### src/rtl/pc_unit.sv
// Program counter with boot cycle, stall-time request latching and
// trap/redirect priority; misaligned redirect targets are converted to traps.
module pc_unit #(
    parameter int unsigned     XLEN         = 32,
    parameter logic [XLEN-1:0] RESET_VECTOR = 32'h0000_0000,
    parameter logic [XLEN-1:0] TRAP_VECTOR  = 32'h0000_0100,
    parameter int unsigned     INC          = 4
) (
    input  logic            clock,
    input  logic            reset,
    input  logic            enable,
    input  logic            redirect_valid,
    input  logic [XLEN-1:0] redirect_target,
    input  logic            trap_valid,
    output logic [XLEN-1:0] port_out,
    output logic [XLEN-1:0] pc_plus_inc,
    output logic            pc_valid,
    output logic            pending,
    output logic            misaligned
);

    typedef enum logic [1:0] {
        BOOT = 2'd0,
        RUN  = 2'd1,
        PEND = 2'd2
    } state_t;

    state_t          state_q, state_d;
    logic [XLEN-1:0] pc_q, pc_d;
    logic            ptrap_q, ptrap_d;
    logic            predir_q, predir_d;
    logic [XLEN-1:0] ptgt_q, ptgt_d;
    logic            mis_q, mis_d;

    logic active;
    logic tgt_unaligned;
    logic in_trap;
    logic in_redir;

    assign port_out    = pc_q;
    assign pc_plus_inc = pc_q + XLEN'(INC);
    assign pc_valid    = (state_q != BOOT);
    assign pending     = (state_q == PEND);
    assign misaligned  = mis_q;

    // Requests only count outside BOOT; an unaligned redirect becomes a trap
    // unless a real trap arrives in the same cycle, which discards it silently.
    assign active        = (state_q != BOOT);
    assign tgt_unaligned = (redirect_target[1:0] != 2'b00);
    assign in_trap       = active & (trap_valid | (redirect_valid & tgt_unaligned));
    assign in_redir      = active & redirect_valid & ~trap_valid & ~tgt_unaligned;

    always_comb begin
        pc_d     = pc_q;
        ptrap_d  = ptrap_q;
        predir_d = predir_q;
        ptgt_d   = ptgt_q;
        mis_d    = active & redirect_valid & ~trap_valid & tgt_unaligned;
        state_d  = RUN;

        if (enable) begin
            if (in_trap || ptrap_q) begin
                pc_d = TRAP_VECTOR;
            end else if (in_redir) begin
                pc_d = redirect_target;
            end else if (predir_q) begin
                pc_d = ptgt_q;
            end else begin
                pc_d = pc_plus_inc;
            end
            ptrap_d  = 1'b0;
            predir_d = 1'b0;
        end else begin
            if (in_trap) begin
                ptrap_d  = 1'b1;
                predir_d = 1'b0;
            end else if (in_redir && !ptrap_q) begin
                predir_d = 1'b1;
                ptgt_d   = redirect_target;
            end
            state_d = (ptrap_d || predir_d) ? PEND : RUN;
        end
    end

    always_ff @(posedge clock) begin
        if (reset) begin
            state_q  <= BOOT;
            pc_q     <= RESET_VECTOR;
            ptrap_q  <= 1'b0;
            predir_q <= 1'b0;
            ptgt_q   <= '0;
            mis_q    <= 1'b0;
        end else begin
            state_q  <= state_d;
            pc_q     <= pc_d;
            ptrap_q  <= ptrap_d;
            predir_q <= predir_d;
            ptgt_q   <= ptgt_d;
            mis_q    <= mis_d;
        end
    end

endmodule

### config.mk
export PLATFORM = sky130hd
export DESIGN_NAME = pc_unit
export DESIGN_NICKNAME = d
export VERILOG_FILES = /design/src/rtl/pc_unit.sv
export SDC_FILE = /design/constraint.sdc
export NUM_CORES = 1
export LEC_CHECK = 0
export ABC_AREA = 1
export CAP_MARGIN = 15
export CORE_MARGIN = 2
export CORE_UTILIZATION = 35
export CTS_CLUSTER_DIAMETER = 150
export DETAILED_ROUTE_END_ITERATION = 8
export GPL_TIMING_DRIVEN = 0
export PLACE_DENSITY = 0.69
export REMOVE_ABC_BUFFERS = 1
export SLEW_MARGIN = 20
export SYNTH_ARGS = -nofsm -noshare
export SYNTH_HDL_FRONTEND = slang
export SYNTH_SLANG_ARGS = --single-unit
### constraint.sdc
create_clock -name clock -period 3.2 [get_ports clock]
set_input_delay 0.64 -clock clock [delete_from_list [all_inputs] [get_ports clock]]
set_output_delay 0.64 -clock clock [all_outputs]
set_load 0.03 [all_outputs]
# Yosys cells after proc, flatten, opt, wreduce, memory -nomap -nowiden
# Cells that the tools add are included.
# totals
reg_bits	69
inputBits	37
out_inout_bits	67
wordCells	38
# classes
add_sub_neg	1
n_eq_ne	1
muxes	10
bitwise_logic	11
reduce_logical	8
# ops
operator	n
two-way mux 32 bit	3
adder 32 x 3 -> 32 bit, second input constant	1
AND 1 bit	6
two-way mux 1 bit	6
NOT 1 bit	4
nonzero test 2 bit	2
AND reduction 3 bit	1
equality test 2 bit, second input constant	1
logical OR 1 bit	2
two-way mux 2 bit	1
OR reduction 2 bit	1
logical AND 1 bit	1
logical NOT 1 bit	1
bitwise OR 1 bit	1

# Logic depth before layout (Yosys ltp)
# logic_depth
depth_word	11
mapped_depth	12
depth_no_buf	12

# Least setup slack after synthesis
# OpenSTA, ideal clock, no wires.
# synth_path
kind	register -> output
startpoint	register pc_q[3] (netlist: port_out[3])
endpoint	output port pc_plus_inc[10]
t_arrival_ps	1724
required_time_ps	2560
path_slack_ps	836
path_stages_with_launch	6
path_buffers	0
path_cell_list	dfxtp_1 -> ha_1 -> nand2_1 -> nor2_1 -> nand2_1 -> xnor2_1
# synth_between
elab_chain_cells	1
# synth_rtl
item	line	text
from (decl)	29	logic [XLEN-1:0] pc_q, pc_d;
from (signal assigned)	95	pc_q <= pc_d;
adder 32 x 3 -> 32 bit	41	assign pc_plus_inc = pc_q + XLEN'(INC);
to (decl)	16	output logic [XLEN-1:0] pc_plus_inc,
# No other way between the ends.

# Final worst setup path
# layout_path
startpoint	register pc_q[4] (netlist: port_out[4])
endpoint	output port pc_plus_inc[23]
# Same word-level chain as after synthesis.

==> qor.csv <==
stage,metric,value,unit
critical_path,Max stage delay on crit path,0.67,ns
critical_path,crit path capture type,output port,
place,pre-CTS setup slack,-0.2986,ns
yosys,Post-Syn Instances,694,
die,die area,12570,µm²
sta,Worst Clk Skew,0.004923,ns
power_and_ir_drop,Pwr Total,2.286,mW
cts,CTS Hold Bufs,0,
yosys,Synth Flop Type,dfxtp_1,
worst_hold_path,worst hold stages,2,
global_route,M3 GR Usage,2.754,%
sta,Setup WS post-layout,0.1827,ns
power_and_ir_drop,VDD IR max,310.7,µV
die,IO Count,104,
sta,minimum clock period,3.017,ns
critical_path,"Cell Chain, Critical Path","nand2_1, nor2_2, nand2_2, nor2_1, nand2_1, nand2_1, and2_1, clkdlybuf4s50_1",
yosys,number of flops mapped to enable cells by yosys,0,
critical_path,WP buf/inv,1,
die,chip height,112.1,µm
worst_hold_path,Hold EP,port_out[0],
yosys,Yosys top cell by area,dfxtp_1,
critical_path,Critical Path Source Type,flop,
routing,total wire length,12.35,mm
final_layout,Post-Layout Cell Count,926,
final_layout,nets,816,
global_route,vias in the first global route,3864,
routing,detailed-router iteration count before antenna repair,5,
final_layout,number of inserted diodes,0,
yosys,async set-reset flop share out of synthesis,0,%
yosys,sequential fraction of the synthesis area,33.77,%
sta,Achievable Freq,0.3314,GHz
cts,Clock Tree Buf Depth,2,
sta,endpoints failing setup,0,
yosys,syn_area_per_cell,5.894,µm²
critical_path,WS Path Type,flop to output port,
place,routability cong.,0.8182,
routing,DRC,0,
final_layout,share of cells above drive strength 1,4.853,%
routing,routed vias,4400,
sta,RSZ-0062 raised after global routing,false,
worst_hold_path,Min-Delay Startpoint,port_out[0],
global_route,GR peak layer,met2,
sta,fin crit share,94.29,%
place,dpl cells,910,
die,Initial Utilization,35.82,%
cts,CTS tree,done,
critical_path,"Arr. time, crit path",2.38,ns
global_route,"Remaining Overflow, GRT",0,
global_route,Tot GR Track Use,19.34,%
yosys,Post-synth top cells,"nand2_1 (264), nor2_1 (118), dfxtp_1 (69), inv_1 (56), o21ai_0 (31)",
place,HPWL Detailed,8.560,mm
sta,Max transition margin,22.95,%
cts,"Setup Fix Bufs, Post-CTS",0,
critical_path,"reg-to-reg slack, setup",0.79,ns
global_route,largest net degree at the start of global routing,49,
place,# port buffers,103,
power_and_ir_drop,P_leak,2.539,nW
cts,cts bufs inserted,9,
routing,drt wl/cell,13.34,µm
yosys,yosys warns,0,
run_status,status,completed,
yosys,#FFs+latches synth,69,
global_route,initial antenna violation count,0,
die,die width,112.1,µm
critical_path,Required @ worst endpoint,2.56,ns
routing,DR vias/cell,4.752,
cts,"Clk Latency, worst-skew pair",0.33,ns
critical_path,Slowest cell on crit path,clkdlybuf4s50_1,
cts,Clock transition at path regs,0.06,ns
sta,"Slew Viols, Final",0,
run,max_cap viols,0,
global_route,M2 GR Usage,31.29,%
critical_path,crit-path most repeated cell,nand2_1,
worst_hold_path,Hold Path Class,flop to flop,
cts,CTS Root Cell,clkbuf_16,
yosys,Netlist cell types,31,
cts,H-tree lvl count,3,
sta,Fin. Hold Viols,0,
critical_path,reg-to-reg startpoint,state_q[0],
cts,CTS sink cnt,69,
routing,DR iter-0 viols,217,
yosys,top-count cell post-synth,nand2_1,
yosys,"Cell Area, Synth",4090,µm²
die,Std-Cell Rows,39,
critical_path,worst reg2reg endpoint,ptgt_q[26],
die,Core Region,11420,µm²
sta,Slew @ Worst Pin,1.154,ns
yosys,top cells by area in the synthesized netlist,"dfxtp_1 (34%), nand2_1 (24%), nor2_1 (11%)",
critical_path,"Max FO, Critical Path",7,
critical_path,Worst Reg-to-Reg Cells,10,
routing,Detail Route Antenna Nets,0,
yosys,top-area cell type share of the netlist area,33.77,%
global_route,M1 GR Usage,26.72,%
power_and_ir_drop,power per cell area,413.3,nW/µm²
final_layout,"Area growth, synth to finish",35.21,%
critical_path,"Largest delay share family, worst path",simple AND/OR/NAND/NOR gates,
global_route,global-route wire length before repair,19.58,mm
-- layer usage --
layer	part of all wire (%)	wire length (µm)
met1	49	5999
met2	46	5719
met5	0	0
met3	4.0	490
met4	1.2	145
-- cell usage in the layout (no fill, tap or decap), types with 2 or more instances in the layout --
cell type,netlist,layout
clkdlybuf4s50_1,0,92
xor2_1,4,4
dlymetal6s2s_1,0,4
dfxtp_1,69,69
inv_1,56,55
dlygate4sd2_1,0,7
nor4_1,14,14
bufinv_16,0,3
clkinvlp_4,0,3
nand3_1,26,26
nand2_4,2,2
and2_1,6,6
nor2_2,4,5
xnor2_1,3,3
nand3b_1,5,5
clkbuf_16,0,9
nand2_2,5,5
nand4_1,4,4
nand2_1,264,264
o21ai_0,31,31
nor2_4,1,2
o22ai_1,3,3
nor2_1,118,116
a21oi_1,30,30
o21ai_1,6,6
inv_2,4,3
nor3b_1,2,2
-- state kept, by name, indices dropped and copies added, names as in the netlist --
name / flops
state_q: 2
port_out: 32
misaligned: 1
ptrap_q: 1
predir_q: 1
ptgt_q: 32
-- worst max-delay path by stage --
| stage | from | endpoint | slack [ns] | cells past startpoint |
|---|---|---|---|---|
| floorplan | redirect_target[1] | ptgt_q[11] | 0.38 | 10 |
| global placement | trap_valid | ptgt_q[8] | -1.13 | 10 |
| detailed placement | trap_valid | ptgt_q[29] | -0.30 | 12 |
| CTS | port_out[3] | pc_plus_inc[14] | 0.0008 | 8 |
| global route | port_out[3] | pc_plus_inc[20] | 0.02 | 8 |
| finish | port_out[4] | pc_plus_inc[23] | 0.18 | 8 |
-- area by class of cell --
type | instances | area (µm²)
inverter | 60 | 231.5
tap | 143 | 178.9
timing repair buffer | 105 | 1059
sequential | 69 | 1381
clock buffer | 10 | 239.0
fill | 1205 | 5888
clock inverter | 6 | 110.1
multi-input combinational | 533 | 2331
-- metrics by stage --
stage | TNS [ns] | area [µm²] | util (%) | hold WS [ns]
2_1_floorplan | 0 | 3928 | - | 0.4496
6_report | 0 | 5530 | 48.43 | 0.4797
4_1_cts | 0 | 5514 | 48.29 | 0.4806
3_5_place_dp | -9.235 | 5171 | 45.29 | 0.4705
5_1_grt | 0 | 5530 | 48.43 | 0.4956
3_3_place_gp | -49.75 | 5137 | 44.99 | 0.4627
-- worst register-to-register path: stages (launching register included) --
cell and delay, ns:
dfxtp_1 0.35, nor2_2 0.07, nor2_4 0.10, nand2_2 0.24, inv_4 0.47, nand2_4 0.27, nor3_4 0.36, buf_6 0.26
nand2_1 0.08, nand2_1 0.06, nor2_1 0.05
-- timing repair --
action,in CTS,in global routing
gates resized for setup,8,7
endpoints found under the setup margin,8,47
gates cloned,0,0
-- cells by family (layout without fill, tap and decap cells) --
kind of cell,count (synthesis),count (layout),synth area share (%)
buf+inv,92,181,9.483
xor+xnor,7,7,1.499
fa+ha+maj,1,1,0.3059
flops,69,69,33.77
simple gates,453,453,45.92
compound gates,72,72,9.024
-- where the power goes --
group | switching, mW | internal, mW | total (mW)
Sequential | 0.0131 | 0.872 | 0.885
Combinational | 0.143 | 0.0953 | 0.238
Clock | 0.382 | 0.781 | 1.16
Total | 0.537 | 1.75 | 2.29
(Power assumes the default switching activity.)
